===== src/rtl/stoch_decode_pkg.sv =====
// Shared definitions for the stochastic decode block: the FSM state encoding
// and the library-wide default window size.
package stoch_decode_pkg;

    // Default log2 window length used across the stochastic library
    localparam int DEFAULT_WINDOW_BITS = 8;

    // FSM states, encoded in two bits
    typedef enum logic [1:0] {
        ST_IDLE  = 2'd0,
        ST_ACCUM = 2'd1,
        ST_HOLD  = 2'd2
    } state_t;

endpackage


===== src/rtl/stoch_decode_window_counter.sv =====
// Sample counter for one decode window. It counts enabled samples, can be
// cleared at the start of a window, and flags the last sample of the window.
module stoch_decode_window_counter #(
    parameter int WINDOW_BITS = 8
) (
    input  logic                   CLK,
    input  logic                   RST,
    input  logic                   clr,
    input  logic                   inc,
    output logic [WINDOW_BITS-1:0] cnt,
    output logic                   tc
);

    // Count enabled samples. Clear has priority over increment. The count
    // wraps to zero on the final sample; the FSM leaves ACCUM on that same
    // edge, so the wrapped value is never used.
    always_ff @(posedge CLK) begin
        if (RST || clr) begin
            cnt <= '0;
        end else if (inc) begin
            cnt <= cnt + WINDOW_BITS'(1);
        end
    end

    // The terminal count marks the last sample slot of the window
    assign tc = (cnt == {WINDOW_BITS{1'b1}});

endmodule


===== src/rtl/stoch_decode.sv =====
// Stochastic-to-binary decoder. It counts the ones in a unipolar bitstream
// over a window of 2^WINDOW_BITS enabled samples and then presents the count
// on a valid/ready output.
module stoch_decode
    import stoch_decode_pkg::*;
#(
    parameter int WINDOW_BITS = DEFAULT_WINDOW_BITS,
    parameter int OUT_WIDTH   = WINDOW_BITS + 1
) (
    input  logic                 CLK,
    input  logic                 RST,
    input  logic                 start,
    input  logic                 en,
    input  logic                 x,
    output logic                 busy,
    output logic [OUT_WIDTH-1:0] value,
    output logic                 value_valid,
    input  logic                 value_ready
);

    state_t                 state;
    logic [OUT_WIDTH-1:0]   ones_cnt;
    logic [OUT_WIDTH-1:0]   ones_next;
    logic [WINDOW_BITS-1:0] samp_cnt;
    logic                   samp_last;
    logic                   samp_clr;
    logic                   samp_inc;
    logic                   handshake;

    // Window sample counter, cleared whenever a new window is launched
    stoch_decode_window_counter #(
        .WINDOW_BITS(WINDOW_BITS)
    ) u_window_counter (
        .CLK (CLK),
        .RST (RST),
        .clr (samp_clr),
        .inc (samp_inc),
        .cnt (samp_cnt),
        .tc  (samp_last)
    );

    // Launch, sample and handshake qualifiers derived from the state register.
    // A new window starts from IDLE, or straight out of HOLD when the result
    // is accepted on the same edge that start is requested.
    assign handshake = (state == ST_HOLD) && value_valid && value_ready;
    assign samp_clr  = start && ((state == ST_IDLE) || handshake);
    assign samp_inc  = (state == ST_ACCUM) && en;
    assign ones_next = ones_cnt + OUT_WIDTH'(x);
    assign busy      = (state == ST_ACCUM);

    // Control FSM with the ones counter and the registered result. Reset
    // overrides everything and discards any partial window.
    always_ff @(posedge CLK) begin
        if (RST) begin
            state       <= ST_IDLE;
            ones_cnt    <= '0;
            value       <= '0;
            value_valid <= 1'b0;
        end else begin
            case (state)
                ST_IDLE: begin
                    if (start) begin
                        state    <= ST_ACCUM;
                        ones_cnt <= '0;
                    end
                end
                ST_ACCUM: begin
                    if (en) begin
                        ones_cnt <= ones_next;
                        if (samp_last) begin
                            value       <= ones_next;
                            value_valid <= 1'b1;
                            state       <= ST_HOLD;
                        end
                    end
                end
                ST_HOLD: begin
                    if (handshake) begin
                        value_valid <= 1'b0;
                        if (start) begin
                            state    <= ST_ACCUM;
                            ones_cnt <= '0;
                        end else begin
                            state <= ST_IDLE;
                        end
                    end
                end
                default: begin
                    state       <= ST_IDLE;
                    value_valid <= 1'b0;
                end
            endcase
        end
    end

endmodule


===== config.mk =====
export PLATFORM = sky130hd
export DESIGN_NAME = stoch_decode
export DESIGN_NICKNAME = d
export VERILOG_FILES = /design/src/rtl/stoch_decode_pkg.sv /design/src/rtl/stoch_decode_window_counter.sv /design/src/rtl/stoch_decode.sv
export SDC_FILE = /design/constraint.sdc
export NUM_CORES = 1
export LEC_CHECK = 0
export BUFFER_PORTS_ARGS = -buffer_cell sky130_fd_sc_hd__buf_2
export CORE_ASPECT_RATIO = 0.75
export CORE_MARGIN = 4
export CORE_UTILIZATION = 37
export DETAILED_ROUTE_END_ITERATION = 16
export SLEW_MARGIN = 10
export SYNTH_ARGS = -nofsm -noshare
export SYNTH_HDL_FRONTEND = slang
export SYNTH_HIERARCHICAL = 1
export SYNTH_SLANG_ARGS = --single-unit

===== constraint.sdc =====
create_clock -name CLK -period 3.1 [get_ports CLK]
set_input_delay 0.62 -clock CLK [delete_from_list [all_inputs] [get_ports CLK]]
set_output_delay 0.62 -clock CLK [all_outputs]
set_load 0.05 [all_outputs]

==> results.tsv <==
metric	value	unit
avgSynthCellArea	8.97	um^2
synth_nets	164	
wl_per_cell	13.5	um
max_cap_violations	0	
stdcell_area	0.00157	mm^2
synthCells	155	
fin_crit_sh	71.4	%
hold_path.class	reg2reg	
wl	2950	um
drive_above_1_share	18.9	%
rsz0062_at_grt	no	
synth.most_common_cell	dfxtp_1	
tritoncts	done	
n_antenna_cell	0	
clock-sinks	29	
critPathMaxStageDelay	700	ps
fillers	343	
num_io_pins	17	
worst-path-stages	6	
htreeDepth	2	
setup_viol	0	
netlist.area_leader.share	41.8	%
synth_edf_count	0	
critPathSlowestCell	and4b_1	
cts_resized	0	
port_buffers	16	
start_util	40.3	%
die_y	61.1	um
num_vias	1194	
path_buf_inv	0	
drv_slew	0	
yosys.area.top_type	dfxtp_1	
drt_pass1_iterations	4	
dp_hpwl	2040	um
dpl-instance-area	0.00149	mm^2
clock_latency	280	ps
synth_seq_cells	29	
row_count	18	
critical_path_class	reg2reg	
async_flop_share	0	%
hold_path_depth	2	
cp-start-kind	flop	
status	complete, no violations	
instances_no_fill	219	
drtIter0Drc	67	
max-slew-margin-rel	55.8	%
ys_top_cells_by_area	dfxtp_1 (42%), o211ai_1 (5.4%), nor2_1 (4.9%), a21oi_1 (3.2%), a211oi_1 (2.7%)	
ys_types	40	
max_clock_freq	452	MHz
powerDensity	461	mW/mm^2
end_kind	flop	
clk_pin_slew	60	ps
netlist_area	0.00139	mm^2
synth_warnings	6	
report.final.hold_viol_count	0	
area_delta_synth_final	13.1	%
postCtsHoldBufs	0	
fin_tns_setup	0	ps
fp.coreArea	0.00345	mm^2
ys.flop_type	dfxtp_1	
post_cts_buffers	0	
p_leak	0.523	nW
worstPathRequired	3280	ps
finalWeightedCongestion	0.851	
vdd_drop_max	0.249	mV
ant_nets	0	
drc	0	
tightestPinTransition	662	ps
post-route-min-period	2210	ps
antenna_found_initial	0	
reg2reg_depth	6	
grt_max_degree	24	
cts_buffer_depth	2	
yosysSeqAreaShare	41.8	%
path_cells	ha_1 -> nand2_1 -> nor3_1 -> and4b_1 -> nor2_1 -> a311oi_1	
crit_arrival	2390	ps
finalNetCount	178	
cts_root_buffer	clkbuf_8	
grt_pass1_vias	1077	
cpLargestDelayFamily	simple AND/OR/NAND/NOR gates	
grt_pass1_wl	5040	um
grt.total_usage	13.7	%
synth_common_cells	dfxtp_1 (29), nor2_1 (18), o211ai_1 (10)	
cts_buffers	5	
skew	5.61	ps
gr-total-overflow	0	
dieArea	0.00481	mm^2
vias_per_cell	5.45	
path_max_fanout	17	
place_inst	212	
die_w	78.8	um
## through the flow
stage | util (%) | hold WS [ps] | power [mW] | worst slack, ps
after detailed placement | 43.1 | 485 | 0.422 | 730
after CTS | 45.6 | 496 | 0.733 | 891
after global placement | 43.1 | 464 | 0.421 | 883
after floorplan | - | 452 | 0.412 | 1190
final | 45.6 | 493 | 0.724 | 887
after global routing | 45.6 | 515 | 0.758 | 646
## tightest hold or removal path: cells and delay by family, from the launching register on
kind,cells,cell delay [ps]
and+or+nand+nor,1,70
DFF,1,320
muxes,1,60
## worst paths after layout
| kind | start | end | slack, ps |
|---|---|---|---|
| setup / recovery | u_window_counter/cnt[0]$_SDFFE_PP0P_ | value[6]$_SDFFE_PP0P_ | 890 |
| hold / removal | value[1]$_SDFFE_PP0P_ | value[1]$_SDFFE_PP0P_ | 490 |
| setup reg to reg | u_window_counter/cnt[0]$_SDFFE_PP0P_ | value[6]$_SDFFE_PP0P_ | 890 |
| hold reg to reg | value[1]$_SDFFE_PP0P_ | value[1]$_SDFFE_PP0P_ | 490 |
## power breakdown
| part | internal (mW) | switching (mW) | leakage [nW] | total, mW |
|---|---|---|---|---|
| Clock | 0.176 | 0.134 | 0.0443 | 0.309 |
| Combinational | 0.00997 | 0.0265 | 0.245 | 0.0365 |
| Sequential | 0.375 | 0.00289 | 0.234 | 0.378 |
## sequential cells by signal, summed over array words and instances, names as in the netlist
| signal | count |
|---|---|
| state | 2 |
| value_valid | 1 |
| u_window_counter/cnt | 8 |
| ones_cnt | 9 |
| value | 9 |
## logic make-up after synthesis
family          count (synthesis)  share of synthesized area (%)
compound gates                 46                           23.0
xor+xnor                        7                           4.41
fa+ha+maj                       3                           2.70
buf+inv                        13                           4.50
flops                          29                           41.8
mux                             3                           2.16
simple gates                   54                           21.5
## cells in the final DEF (no fill, tap or decap), types with 2 or more instances in the layout
cell	instances
dfxtp_1	29
nor2_1	18
buf_2	16
o211ai_1	10
a21oi_1	9
nand2_1	7
o21ai_0	7
clkbuf_8	6
or4_1	5
a31oi_1	5
a211oi_1	5
or3_1	4
nand3_1	4
xor2_1	4
a311oi_1	3
inv_1	3
xnor2_1	3
nand4_1	3
mux2i_1	3
ha_1	3
nand3_2	2
or3_2	2
## layer usage
| metal | part of all wire, % | track usage [%] | wire length (um) | up-vias |
|---|---|---|---|---|
| li1 | - | - | - | 605 |
| met1 | 52 | 18.3 | 1540 | 553 |
| met2 | 41 | 20.2 | 1220 | 28 |
| met3 | 4.7 | 4.39 | 139 | 8 |
| met4 | 1.6 | 6.73 | 47 | 0 |
| met5 | 0 | 0 | 0 | - |
## cell type report
class	count	area [um^2]	share of cell area, %
inverter	4	15.0	0.955
timing repair buffer	16	80.1	5.10
tap	50	62.6	3.98
clock buffer	7	86.3	5.49
multi-input combinational	113	747	47.5
sequential	29	581	36.9
(Power assumes the default switching activity.)
